## config.mk

```make
export PLATFORM = sky130hd
export DESIGN_NAME = temporal_encoder_flat
export DESIGN_NICKNAME = d
export VERILOG_FILES = /design/src/rtl/temporal_encoder_if.sv /design/src/rtl/temporal_encoder.sv /design/src/flat_wrapper.sv
export SDC_FILE = /design/constraint.sdc
export NUM_CORES = 1
export LEC_CHECK = 0
export CORE_UTILIZATION = 40
export DETAILED_ROUTE_END_ITERATION = 8
export DONT_BUFFER_PORTS = 1
export GPL_TIMING_DRIVEN = 1
export PLACE_DENSITY = 0.68
export SLEW_MARGIN = 20
export SYNTH_ARGS = -nofsm -noshare
export SYNTH_HDL_FRONTEND = slang
export SYNTH_SLANG_ARGS = --single-unit
export TNS_END_PERCENT = 30
```

## constraint.sdc

```tcl
create_clock -name aclk -period 2.68 [get_ports aclk]
set_clock_uncertainty 0.2 [all_clocks]
set_input_delay 0.268 -clock aclk [delete_from_list [all_inputs] [get_ports aclk]]
set_output_delay 0.268 -clock aclk [all_outputs]
set_load 0.005 [all_outputs]
```

## src/rtl/temporal_encoder_if.sv

```systemverilog
// -----------------------------------------------------------------------------
// temporal_encoder_if
// Input handshake bundle for temporal_encoder.
//   in_valid  : in_value/in_null are valid this cycle
//   in_ready  : encoder input buffer can accept
//   in_value  : spike time t, in aclk cycles from the start of the gamma cycle
//   in_null   : request "no spike" (infinity); in_value is ignored
// Modports: master (producer side), slave (encoder side).
// -----------------------------------------------------------------------------
interface temporal_encoder_if #(
    parameter int VALUE_WIDTH = 4
);
    logic                   in_valid;
    logic                   in_ready;
    logic [VALUE_WIDTH-1:0] in_value;
    logic                   in_null;

    modport master (
        output in_valid,
        output in_value,
        output in_null,
        input  in_ready
    );

    modport slave (
        input  in_valid,
        input  in_value,
        input  in_null,
        output in_ready
    );
endinterface

```

## src/rtl/temporal_encoder.sv

```systemverilog
// -----------------------------------------------------------------------------
// temporal_encoder
// Binary-to-temporal (race-logic) transmitter. A binary value t is sent as a
// single spike whose onset lands at aclk cycle t of a gamma cycle. The encoder
// also generates the gamma-cycle reset strobe for downstream temporal logic.
// A value accepted during gamma cycle k is emitted in gamma cycle k+1.
//
// Ports:
//   aclk      : clock
//   grst      : asynchronous reset, active-high
//   en        : run request; gamma cycles are generated while high
//   in_if     : slave handshake (in_valid / in_ready / in_value / in_null)
//   gamma_rst : high for the first aclk cycle of every gamma cycle
//   q         : temporal-coded spike
//   clip      : one-cycle flag, accepted value was out of range and sent as null
//   busy      : encoder is running gamma cycles
//
// Optional feature (macro TEMPORAL_STEP_EN):
//   defined   : step encoding, q rises at cnt==t and stays high to the end of
//               the gamma cycle; every value fits, PULSE_WIDTH is unused
//   undefined : pulse encoding, q high for PULSE_WIDTH cycles starting at t
// -----------------------------------------------------------------------------
module temporal_encoder #(
    parameter int GAMMA_CYCLE_WIDTH = 16,
    parameter int PULSE_WIDTH       = 8,
    parameter int VALUE_WIDTH       = $clog2(GAMMA_CYCLE_WIDTH)
) (
    input  logic              aclk,
    input  logic              grst,
    input  logic              en,
    temporal_encoder_if.slave in_if,
    output logic              gamma_rst,
    output logic              q,
    output logic              clip,
    output logic              busy
);

    localparam logic [31:0] G_LAST = 32'(GAMMA_CYCLE_WIDTH - 1);
`ifdef TEMPORAL_STEP_EN
    localparam logic [31:0] MAX_T  = 32'(GAMMA_CYCLE_WIDTH - 1);
`else
    localparam logic [31:0] MAX_T  = 32'(GAMMA_CYCLE_WIDTH - PULSE_WIDTH);
    localparam logic [31:0] PW     = 32'(PULSE_WIDTH);
`endif
    localparam logic [VALUE_WIDTH-1:0] CNT_LAST = VALUE_WIDTH'(GAMMA_CYCLE_WIDTH - 1);

    typedef enum logic {
        IDLE = 1'b0,
        RUN  = 1'b1
    } state_t;

    state_t                 state, state_n;
    logic [VALUE_WIDTH-1:0] cnt, cnt_n;
    logic                   pending_full, pending_full_n;
    logic                   pending_null, pending_null_n;
    logic [VALUE_WIDTH-1:0] pending_value, pending_value_n;
    logic                   active_null, active_null_n;
    logic [VALUE_WIDTH-1:0] active_value, active_value_n;
    logic                   in_ready_r;
    logic                   gamma_rst_n, q_n, clip_n, busy_n;
    logic                   load;
    logic                   accept;
    logic                   out_of_range;
    logic                   incoming_null;
    logic [31:0]            spike_lo, spike_hi, cnt_ext;

    function automatic logic [31:0] zext(input logic [VALUE_WIDTH-1:0] v);
        return {{(32-VALUE_WIDTH){1'b0}}, v};
    endfunction

    assign in_if.in_ready = in_ready_r;

    // Next-state logic. "load" marks the edge that starts a new gamma cycle;
    // that is the only point where active changes, so a spike never straddles
    // a gamma boundary. Outputs are derived from the next-state values so the
    // registered q/gamma_rst line up with the registered cnt.
    always_comb begin
        state_n         = state;
        cnt_n           = cnt;
        load            = 1'b0;
        pending_full_n  = pending_full;
        pending_null_n  = pending_null;
        pending_value_n = pending_value;
        active_null_n   = active_null;
        active_value_n  = active_value;
        spike_lo        = '0;
        spike_hi        = '0;
        cnt_ext         = '0;

        accept        = in_if.in_valid && in_ready_r;
        out_of_range  = zext(in_if.in_value) > MAX_T;
        incoming_null = in_if.in_null || out_of_range;

        case (state)
            IDLE: begin
                cnt_n = '0;
                if (en) begin
                    state_n = RUN;
                    load    = 1'b1;
                end
            end
            RUN: begin
                if (cnt == CNT_LAST) begin
                    cnt_n = '0;
                    if (en) begin
                        load = 1'b1;
                    end else begin
                        state_n = IDLE;
                    end
                end else begin
                    cnt_n = cnt + 1'b1;
                end
            end
            default: begin
                state_n = IDLE;
                cnt_n   = '0;
            end
        endcase

        // accept cannot coincide with a load from pending since in_ready is low
        if (load) begin
            if (pending_full) begin
                active_null_n  = pending_null;
                active_value_n = pending_value;
                pending_full_n = 1'b0;
            end else if (accept) begin
                active_null_n  = incoming_null;
                active_value_n = in_if.in_value;
            end else begin
                active_null_n  = 1'b1;
            end
        end else if (accept) begin
            pending_full_n  = 1'b1;
            pending_null_n  = incoming_null;
            pending_value_n = in_if.in_value;
        end

        cnt_ext  = zext(cnt_n);
        spike_lo = zext(active_value_n);
`ifdef TEMPORAL_STEP_EN
        spike_hi = G_LAST;
`else
        spike_hi = spike_lo + PW - 32'd1;
`endif

        q_n         = (state_n == RUN) && !active_null_n &&
                      (cnt_ext >= spike_lo) && (cnt_ext <= spike_hi);
        gamma_rst_n = load;
        busy_n      = (state_n == RUN);
        clip_n      = accept && !in_if.in_null && out_of_range;
    end

    always_ff @(posedge aclk or posedge grst) begin
        if (grst) begin
            state         <= IDLE;
            cnt           <= '0;
            pending_full  <= 1'b0;
            pending_null  <= 1'b1;
            pending_value <= '0;
            active_null   <= 1'b1;
            active_value  <= '0;
            in_ready_r    <= 1'b1;
            gamma_rst     <= 1'b0;
            q             <= 1'b0;
            clip          <= 1'b0;
            busy          <= 1'b0;
        end else begin
            state         <= state_n;
            cnt           <= cnt_n;
            pending_full  <= pending_full_n;
            pending_null  <= pending_null_n;
            pending_value <= pending_value_n;
            active_null   <= active_null_n;
            active_value  <= active_value_n;
            in_ready_r    <= !pending_full_n;
            gamma_rst     <= gamma_rst_n;
            q             <= q_n;
            clip          <= clip_n;
            busy          <= busy_n;
        end
    end

endmodule

```

## src/flat_wrapper.sv

```systemverilog
// flat-port wrapper written by rule: the top's interface ports become plain ports
module temporal_encoder_flat 
#(
    parameter int GAMMA_CYCLE_WIDTH = 16,
    parameter int PULSE_WIDTH       = 8,
    parameter int VALUE_WIDTH       = $clog2(GAMMA_CYCLE_WIDTH)
)
  (aclk, grst, en, gamma_rst, q, clip, busy, in_if_in_valid, in_if_in_value, in_if_in_null, in_if_in_ready);
  temporal_encoder_if #(.VALUE_WIDTH(VALUE_WIDTH)) in_if_i ();
  input  logic aclk;
  input  logic grst;
  input  logic en;
  output logic gamma_rst;
  output logic q;
  output logic clip;
  output logic busy;
  input wire logic [$bits(in_if_i.in_valid)-1:0] in_if_in_valid;
  input wire logic [$bits(in_if_i.in_value)-1:0] in_if_in_value;
  input wire logic [$bits(in_if_i.in_null)-1:0] in_if_in_null;
  output wire logic [$bits(in_if_i.in_ready)-1:0] in_if_in_ready;
  assign in_if_i.in_valid = in_if_in_valid;
  assign in_if_i.in_value = in_if_in_value;
  assign in_if_i.in_null = in_if_in_null;
  assign in_if_in_ready = in_if_i.in_ready;
  temporal_encoder #(.GAMMA_CYCLE_WIDTH(GAMMA_CYCLE_WIDTH), .PULSE_WIDTH(PULSE_WIDTH), .VALUE_WIDTH(VALUE_WIDTH)) u_core (.aclk(aclk), .grst(grst), .en(en), .in_if(in_if_i), .gamma_rst(gamma_rst), .q(q), .clip(clip), .busy(busy));
endmodule
```

==> impl_metrics.prom <==
# TYPE chip_impl_metric gauge
chip_impl_metric{name="synth_async_sr_flop_share",unit=""} 1.000
chip_impl_metric{name="dieArea",unit="mm²"} 0.003032
chip_impl_info{name="unrepaired_setup_endpoints_after_global_routing",value="yes"} 1
chip_impl_metric{name="cts.sink_count",unit=""} 20
chip_impl_info{name="violations_in_the_final_reports",value="negative hold slack, negative setup slack"} 1
chip_impl_metric{name="dr.pass1.iters",unit=""} 4
chip_impl_metric{name="wire_length_of_the_first_global_routing_pass",unit="µm"} 3884
chip_impl_metric{name="final-seq-area",unit="µm²"} 504.2
chip_impl_metric{name="period_share",unit=""} 1.021
chip_impl_metric{name="rows",unit=""} 18
chip_impl_metric{name="avgSynthCellArea",unit="µm²"} 10.62
chip_impl_metric{name="routed-via-count",unit=""} 916
chip_impl_metric{name="final_nets",unit=""} 160
chip_impl_metric{name="worst_setup_hold_path_clk_slew",unit="ps"} 110
chip_impl_metric{name="vias_per_cell",unit=""} 5.420
chip_impl_metric{name="power-per-cell-area",unit="mW/mm²"} 1366
chip_impl_metric{name="yosysUniqueCellTypes",unit=""} 40
chip_impl_metric{name="antenna-diode-count",unit=""} 0
chip_impl_metric{name="crit_arrival",unit="ps"} 2760
chip_impl_metric{name="clock_latency",unit="ps"} 300
chip_impl_metric{name="power_leakage",unit="nW"} 0.7357
chip_impl_metric{name="chipHeight",unit="µm"} 55.06
chip_impl_info{name="setup.worst_path.start_class",value="flip-flop"} 1
chip_impl_metric{name="max_cap_viol_count",unit=""} 0
chip_impl_info{name="crit_type",value="reg2reg"} 1
chip_impl_metric{name="slew_violations",unit=""} 0
chip_impl_metric{name="slew_headroom",unit=""} 0.4881
chip_impl_metric{name="syn_to_final_growth",unit="%"} 42.22
chip_impl_info{name="hp-class",value="in2reg"} 1
chip_impl_metric{name="cts.htree.levels",unit=""} 1
chip_impl_metric{name="dieWidth",unit="µm"} 55.06
chip_impl_metric{name="final_wirelength",unit="µm"} 2794
chip_impl_metric{name="routed_wire_length_per_instance",unit="µm"} 16.53
chip_impl_metric{name="synth_nets",unit=""} 126
chip_impl_info{name="r2r-start",value="u_core.cnt[0]"} 1
chip_impl_info{name="run_status",value="complete, but fails checks"} 1
chip_impl_metric{name="grt_usage",unit=""} 0.1856
chip_impl_info{name="holdCritStartpoint",value="in_if_in_value[1]"} 1
chip_impl_metric{name="core-area",unit="mm²"} 0.002567
chip_impl_metric{name="tightest_slew",unit="ps"} 766.9
chip_impl_metric{name="netlist.area_leader.share",unit=""} 0.3778
chip_impl_metric{name="maximum_number_of_pins_on_one_net_before_global_route_repair",unit=""} 21
chip_impl_info{name="worst_setup_path_end_kind",value="flip-flop"} 1
chip_impl_metric{name="period_needed",unit="ps"} 2735
chip_impl_metric{name="post-route-drc-count",unit=""} 0
chip_impl_metric{name="number_of_global_route_vias_before_repair",unit=""} 890
chip_impl_metric{name="cts-root-to-sink-buffers",unit=""} 2
chip_impl_metric{name="finalHoldWorstSlack",unit="ps"} -1.518
chip_impl_info{name="cell_type_with_the_largest_total_area_after_synthesis",value="sky130_fd_sc_hd__dfrtp_1"} 1
chip_impl_metric{name="design.portCount",unit=""} 14
chip_impl_metric{name="tns",unit="ps"} -55.20
chip_impl_metric{name="fillCellCount",unit=""} 213
chip_impl_metric{name="floorplan.initialDensity",unit=""} 0.4386
chip_impl_metric{name="final_cells",unit=""} 169
chip_impl_info{name="cts_tree",value="yes"} 1
chip_impl_metric{name="dp_slack",unit="ps"} -133.5
chip_impl_metric{name="hpwl",unit="µm"} 1861
chip_impl_metric{name="tritoncts.num_buffers",unit=""} 3
chip_impl_info{name="leading_cell_type_by_number_of_instances_after_synthesis",value="sky130_fd_sc_hd__dfrtp_1"} 1
chip_impl_info{name="largest_cells_by_area_after_synthesis",value="sky130_fd_sc_hd__dfrtp_1 (38%), sky130_fd_sc_hd__ha_1 (12%), sky130_fd_sc_hd__dfstp_2 (7.0%)"} 1
chip_impl_metric{name="grt_overflow",unit=""} 0
chip_impl_info{name="root_buffer",value="sky130_fd_sc_hd__clkbuf_4"} 1
chip_impl_metric{name="edff_count_synth",unit=""} 0
chip_impl_metric{name="fraction_of_layout_cells_with_a_size_suffix_above_1",unit=""} 0.4173
chip_impl_metric{name="timing.final.hold_violations",unit=""} 1
chip_impl_metric{name="ys_seq_elements",unit=""} 20
chip_impl_info{name="worstSetupStartpoint",value="u_core.cnt[0]"} 1
chip_impl_metric{name="gp_routability_congestion",unit=""} 0.8362
chip_impl_metric{name="peakVddDrop",unit="mV"} 1.027
chip_impl_metric{name="io_buffers",unit=""} 0
chip_impl_metric{name="drt_first_iter_violations",unit=""} 18
chip_impl_metric{name="critPathRequiredTime",unit="ps"} 2700
chip_impl_metric{name="post_synth_inst_count",unit=""} 106
chip_impl_metric{name="max_freq",unit="GHz"} 0.3656
chip_impl_metric{name="cp_max_fo",unit=""} 5
chip_impl_metric{name="setup_viol",unit=""} 1
chip_impl_metric{name="multi_input_logic_area",unit="µm²"} 726.9
chip_impl_metric{name="yosys_warnings",unit=""} 0
chip_impl_metric{name="antenna_violating_nets_post_route",unit=""} 0
chip_impl_metric{name="worst_slack",unit="ps"} -55.20
chip_impl_metric{name="placed_cells",unit=""} 149
chip_impl_metric{name="antenna_found_initial",unit=""} 0
chip_impl_info{name="ys_top_cells_by_count",value="sky130_fd_sc_hd__dfrtp_1 (17), sky130_fd_sc_hd__ha_1 (11), sky130_fd_sc_hd__inv_1 (10), sky130_fd_sc_hd__nand2_1 (8)"} 1
chip_impl_metric{name="netlist_area",unit="mm²"} 0.001126
chip_impl_info{name="ys.flop_type",value="sky130_fd_sc_hd__dfrtp_1"} 1
chip_impl_metric{name="synth-seq-area-share",unit=""} 0.4478
[per-layer routing]
layer,routed length [µm],GRT usage,part of all wire,up-vias
met5,0,0,0,-
met4,19,0.05000,0.0068,0
met3,57,0.05738,0.020,2
met2,1473,0.3012,0.53,8
met1,1244,0.2374,0.45,465
li1,-,-,-,441
[cell usage in the layout (no fill, tap or decap), types with 2 or more instances in the layout]
cell	instances
sky130_fd_sc_hd__nor3b_1	2
sky130_fd_sc_hd__mux2_2	2
sky130_fd_sc_hd__nor2_1	3
sky130_fd_sc_hd__buf_4	20
sky130_fd_sc_hd__a21oi_1	4
sky130_fd_sc_hd__nand2_4	3
sky130_fd_sc_hd__o21ai_0	3
sky130_fd_sc_hd__xor2_1	2
sky130_fd_sc_hd__nor3_1	2
sky130_fd_sc_hd__and3_1	2
sky130_fd_sc_hd__clkbuf_4	3
sky130_fd_sc_hd__inv_1	10
sky130_fd_sc_hd__nand2_1	6
sky130_fd_sc_hd__a21oi_2	2
sky130_fd_sc_hd__dfrtp_1	17
sky130_fd_sc_hd__o221ai_4	2
sky130_fd_sc_hd__and2_1	2
sky130_fd_sc_hd__a21o_1	2
sky130_fd_sc_hd__o21ai_2	2
sky130_fd_sc_hd__ha_4	3
sky130_fd_sc_hd__ha_1	8
sky130_fd_sc_hd__buf_6	3
sky130_fd_sc_hd__dfstp_2	3
sky130_fd_sc_hd__dlygate4sd3_1	7
sky130_fd_sc_hd__nor2b_1	2
[metrics by stage]
step	power, mW	area, µm²	utilization
floorplan	1.268	1147	-
global placement	1.514	1285	0.5005
detailed placement	1.579	1285	0.5005
CTS	1.907	1471	0.5731
global route	2.374	1602	0.6238
finish	2.187	1602	0.6238
[worst paths after layout]
kind | to | slack (ps) | cells after the start
setup / recovery | u_core.q | -60 | 15
hold / removal | u_core.pending_value[1] | -2 | 2
setup reg to reg | u_core.q | -60 | 15
hold reg to reg | u_core.pending_null | 290 | 2
max in group asynchronous | u_core.active_value[2] | 1460 | 2
min in group asynchronous | u_core.active_value[1] | 330 | 2
[cell type report]
class | count | area share
Tap cell | 30 | 0.02344
Multi-Input combinational cell | 73 | 0.4539
Sequential cell | 20 | 0.3148
Inverter | 12 | 0.03281
Timing Repair Buffer | 30 | 0.1586
Clock buffer | 4 | 0.01641
[registers in the layout, summed over array words and instances, names as in the netlist]
register               cells
u_core.q                   1
u_core.clip                1
u_core.in_if.in_ready      1
u_core.active_value        4
u_core.busy                1
u_core.pending_value       4
u_core.cnt                 4
u_core.pending_full        1
u_core.gamma_rst           1
u_core.pending_null        1
u_core.active_null         1
[critical path, stage by stage (launching register included)]
cell and delay [ps]:
sky130_fd_sc_hd__dfrtp_1 430, sky130_fd_sc_hd__ha_4 180, sky130_fd_sc_hd__nand3_4 80, sky130_fd_sc_hd__nand2_4 70, sky130_fd_sc_hd__nand2_4 100, sky130_fd_sc_hd__inv_8 50, sky130_fd_sc_hd__or2_4 250, sky130_fd_sc_hd__o221ai_4 90
sky130_fd_sc_hd__ha_4 250, sky130_fd_sc_hd__ha_4 210, sky130_fd_sc_hd__nor2b_1 150, sky130_fd_sc_hd__o21ai_2 150, sky130_fd_sc_hd__nand2b_1 90, sky130_fd_sc_hd__a21oi_2 150, sky130_fd_sc_hd__nor2_2 50, sky130_fd_sc_hd__nor3_2 170
[cells by family (layout without fill, tap and decap cells)]
group,after synthesis,after routing,synth area share
simple gates,32,32,0.1578
compound gates,25,25,0.1800
flops,20,20,0.4478
buf+inv,13,46,0.04889
fa+ha+maj,11,11,0.1222
xor+xnor,3,3,0.02334
mux,2,2,0.02000
[repair_timing]
action,in CTS,in global routing
buffers inserted,4,5
setup endpoints to repair,1,1
gates resized for setup,9,18
hold buffers,7,0
endpoints found under the hold margin,23,0
pin swaps,12,14
[power by group]
group / internal (mW) / switching (mW)
Combinational: 0.766 / 0.706
Sequential: 0.441 / 0.127
Clock: 0.0580 / 0.0900
No activity file was read; power rests on OpenSTA's default activity.
==> RTL edit 1: new RTL, config.mk and constraints unchanged <==
Add a define of `TEMPORAL_STEP_EN`.
--- a/src/rtl/temporal_encoder.sv
+++ b/src/rtl/temporal_encoder.sv
@@ -21,4 +21,6 @@
 //   undefined : pulse encoding, q high for PULSE_WIDTH cycles starting at t
 // -----------------------------------------------------------------------------
+`define TEMPORAL_STEP_EN
+
 module temporal_encoder #(
     parameter int GAMMA_CYCLE_WIDTH = 16,
Formal check against the unedited RTL: not equivalent (Yosys sat finds a counterexample within 4 cycles, from zero or initial values and one cycle with grst high).
==> RTL edit 1 against the original RTL <==
Worst setup slack better by 0.13 ns. Critical path depth is 7 lower. Highest routed layer unchanged. Wire length is 33% lower. Non-clock buffer count is 21 lower. Synthesized area is 9.8% lower. Final area is 29% lower. Core utilization is 13 points lower. Sequential cell count is 1 lower.
Power is not compared: it rests on default switching activity, and its combinational part moved more than twofold at a synthesized area within 25%.
==> RTL edit 1: results (changes against the original RTL) <==
Critical path
The cell with the biggest individual delay on the critical path is sky130_fd_sc_hd__dfstp_2. The largest stage delay on the critical path is 0.59 ns (+0.16 ns). In this run the critical register-to-register path is launched from u_core.in_if.in_ready. The setup slack on the worst flop-to-flop path is 0.08 ns (+0.13 ns). The critical path arrival is 2.61 ns (-0.15 ns). The cell family with the largest share of critical-path delay is compound AO/OA/AOI/OAI gates. The number of cell instances on the worst register-to-register path is 8 (-7).

Timing
The worst-case headroom to the max-slew limit is 51.5% (+2.7 points). The worst hold margin came to 0.0961 ns (+0.0976 ns).

Global routing
The first-pass GRT wire length is 3.04 mm (-22%). The global routing usage summed across all routing layers is 15.2% (-3.4 points). The pin count of the biggest net entering global routing is 20 (-4.8%).

Yosys
The count of mapped cells out of synthesis was 86 (-19%). The net count after synthesis was 100 (-21%). The unique cell type count in the Yosys netlist was 31 (-23%).

By area the synthesized netlist is led by sky130_fd_sc_hd__dfrtp_1, sky130_fd_sc_hd__dfstp_2, sky130_fd_sc_hd__mux2_2, sky130_fd_sc_hd__ha_1, sky130_fd_sc_hd__o221a_2. The part of the Yosys area used for sequential elements is 47.2% (+2.4 points). By count the netlist is led by sky130_fd_sc_hd__dfrtp_1, sky130_fd_sc_hd__a21oi_1, sky130_fd_sc_hd__mux2_2.

Drt
The number of vias per cell is 5.73 (+5.7%). The count of routing violations after the opening detailed-route iteration is 3 (-15). The total wire length after detailed routing is 1.87 mm (-33%).

Final layout
The fraction of final layout cells with drive strength greater than 1 was 29.5% (-12 points). The number of fill cells came to 205 (-3.8%).

Hold path
The path with the worst hold slack has its endpoint at u_core.gamma_rst. The worst hold path begins at en.

Placement
The post-placement cell count is 111 (-26%). The weighted congestion reported at the end of routability-driven placement came to 0.790 (-5.5%). The post-DP HPWL is 1.33 mm (-29%). The post-detailed-placement cell area is 0.00102 mm2 (-20%). The worst-case setup slack after placement came to 0.0545 ns (+0.188 ns).

Run status
The run finished with clean final reports.
## RTL edit 1: worst max path at each step
stage / startpoint / to / slack (ns) / cells after the start
floorplan: u_core.cnt[0] / u_core.q / 0.14 / 11
global placement: u_core.cnt[0] / u_core.q / 0.15 / 10
detailed placement: u_core.cnt[0] / u_core.q / 0.05 / 10
CTS: u_core.cnt[0] / u_core.q / 0.05 / 10
global route: u_core.in_if.in_ready / u_core.q / -0.004 / 8
finish: u_core.in_if.in_ready / u_core.q / 0.08 / 8
## RTL edit 1: cell type report
type                    instances  area [um2]  area share (%)
inverters                       3        11.3           0.992
clock inverters                 1        7.51           0.662
well taps                      28        35.0            3.09
clock buffers                   3        22.5            1.98
flip-flops and latches         19         479            42.2
multi-input cells              60         494            43.6
repair buffers                  9        85.1            7.50
## RTL edit 1: repair_timing
| item | CTS | global route |
|---|---|---|
| setup buffers | 0 | 1 |
| endpoints found under the hold margin | 22 | 0 |
| gates resized for setup | 0 | 1 |
| hold buffers | 7 | 0 |
| setup endpoints to repair | 0 | 1 |
## RTL edit 1: per-layer routing
layer / wire length, um / track usage (%) / part of all wire [%]
met2: 1020 / 30.0 / 54
met4: 34 / 5.26 / 1.8
met3: 52 / 2.61 / 2.8
met5: 0 / 0 / 0
met1: 765 / 15.7 / 41
## RTL edit 1: power by group
group          internal [mW]  switching (mW)
Sequential             0.432           0.121
Clock                 0.0570          0.0938
Combinational          0.323           0.263
Total                  0.812           0.478
## RTL edit 1: logic make-up after synthesis
family	after synthesis	synth area share (%)
flip-flops	19	47.2
AO/OA/AOI/OAI	21	17.4
buffers and inverters	7	4.43
adder cells (fa/ha/maj)	5	6.16
AND/OR/NAND/NOR	26	17.0
other	1	0.369
multiplexers	6	6.65
XOR/XNOR	1	0.862
==> RTL edit 2: new RTL, config.mk and constraints unchanged <==
Without the edit above. Make the reset (`grst`) synchronous in one clocked block. Comments in the files are not updated.
--- a/src/rtl/temporal_encoder.sv
+++ b/src/rtl/temporal_encoder.sv
@@ -151,5 +151,5 @@
     end
 
-    always_ff @(posedge aclk or posedge grst) begin
+    always_ff @(posedge aclk) begin
         if (grst) begin
             state         <= IDLE;
Function: differs if grst is asserted again (counterexample within 4 cycles, from zero or initial values and one cycle with grst high); with grst held inactive, the same outputs for 10 cycles.
==> RTL edit 2 against the original RTL <==
The flow finishes with violations (setup timing). Non-clock buffer count is 3 lower. Worst setup slack worse by 0.054 ns. Synthesized cell count is 12% higher. Hold slack better by 0.021 ns. Synthesized area is 3.7% lower. Final area is 10% lower. Sequential cell count stayed put. Wire length is 1.3% lower. Die area is 3.5% lower.
Power is not compared: it rests on default switching activity, and its combinational part moved more than twofold at a synthesized area within 25%.
==> RTL edit 2: results (changes against the original RTL) <==
Yosys
The most used flip-flop cell after synthesis is sky130_fd_sc_hd__dfxtp_1. The post-synthesis mux area share is 2.77% (+0.77 points). The adder-cell share of the synthesized area is 12.7% (+0.47 points). The xor-xnor portion of the synthesized cell area is 2.42% (+0.089 points). The compound-gate portion of the synthesized area is 17.6% (-0.35 points).

By area the synthesized netlist is led by sky130_fd_sc_hd__dfxtp_1, sky130_fd_sc_hd__ha_1, sky130_fd_sc_hd__nor2_1, sky130_fd_sc_hd__a21oi_1, sky130_fd_sc_hd__nor2b_1. The part of the Yosys area used for sequential elements is 36.9% (-7.9 points). The net count after synthesis came to 139 (+10%).

The share of async-settable or async-resettable flops after synthesis is 0% (-100 points). After synthesis, the most frequently instantiated cells are sky130_fd_sc_hd__dfxtp_1, sky130_fd_sc_hd__nor2_1, sky130_fd_sc_hd__ha_1, sky130_fd_sc_hd__a21oi_1, sky130_fd_sc_hd__nand2_1.

Final layout
The count of multi-input combinational gates is 90 (+23%). The area occupied by multi-input gates is 724 um2 (-0.34%). The count of placed standard cells in the final layout, fillers left out is 176 (+4.1%). The final net count was 167 (+4.4%).

The sequential cell area share is 28.0% (-3.5 points). The number of non-clock buffers in the layout is 27 (-10%). The number of fill cells is 211 (-0.94%). The sequential cell area is 403 um2 (-20%).

The final-layout clock-cell area share came to 2.52% (+0.88 points). The count of inverters not on the clock network in the layout is 5 (-7).

Drt
The met2 routed wirelength is 1.34 mm (-9.0%). The routed metal-1 wire length is 1.23 mm (-0.80%). The count of routing violations after the opening detailed-route iteration is 7 (-11). The number of vias per cell is 5.52 (+1.8%). The routed length per placed instance is 15.7 um (-5.2%). The sum of met3 wire segment lengths after detailed routing is 76 um (+33%).

Global routing
The first-pass GRT wire length is 4.08 mm (+5.0%). The global routing met3 resource utilization is 4.52% (-1.2 points). The global routing usage summed across all routing layers is 20.7% (+2.1 points). The met1 global-route usage is 23.3% (-0.40 points).

Critical path
The number of cell instances on the worst register-to-register path is 13 (-2). The endpoint of the worst register-to-register path is u_core.q. The largest stage delay on the critical path was 0.37 ns (-0.06 ns). The critical path arrival came to 2.83 ns (+0.07 ns). The reg-to-reg critical path startpoint is u_core.cnt[1].

Hold path
The origin of the worst min-delay path is en. The worst hold path depth is 3 (+1).

Timing
The transition time at the pin with the least slew margin was 0.644 ns (-0.123 ns). The worst hold margin is 0.0193 ns (+0.0209 ns). The final setup violation count is 1 (unchanged). The post-route worst setup slack is -0.110 ns (-0.0544 ns).

The aggregate negative setup slack is -0.110 ns (-0.0544 ns).

Clock tree
The clock insertion delay at the later pin of the skew report is 0.32 ns (+0.02 ns). The number of instances resized during post-cts repair was 2 (-7). The buffer count from post-CTS setup fixing is 3 (-1).

Run status
The flow ran to the end, but the final reports show violations. The final reports fail on setup timing.

Placement
The post-placement cell count is 160 (+7.4%). The worst-case setup slack after placement is -0.0669 ns (+0.0666 ns). The post-DP HPWL is 1.86 mm (-0.31%).

Die
The core area came to 0.00252 mm2 (-1.8%).
## RTL edit 2: changes by cell type after synthesis, sizes merged, moves of 3 or more
cell,before,now
clkbuf,0,4
dfrtp,17,0
dfstp,3,0
mux2i,0,3
o21ai,6,3
nor2,4,15
nor2b,2,5
inv,11,5
a21oi,6,9
dfxtp,0,20
## RTL edit 2: power by group
part | internal (mW) | switching (mW)
sequential | 0.313 | 0.0135
clock | 0.0831 | 0.0999
combinational | 0.0951 | 0.0923
## RTL edit 2: worst max path at each step
stage | end | cells after the start | start
2_1_floorplan | u_core.q | 13 | u_core.cnt[1]
4_1_cts | u_core.q | 13 | u_core.cnt[0]
3_5_place_dp | u_core.q | 13 | u_core.cnt[1]
3_3_place_gp | u_core.q | 13 | u_core.cnt[1]
6_report | u_core.q | 13 | u_core.cnt[1]
5_1_grt | u_core.q | 13 | u_core.cnt[1]
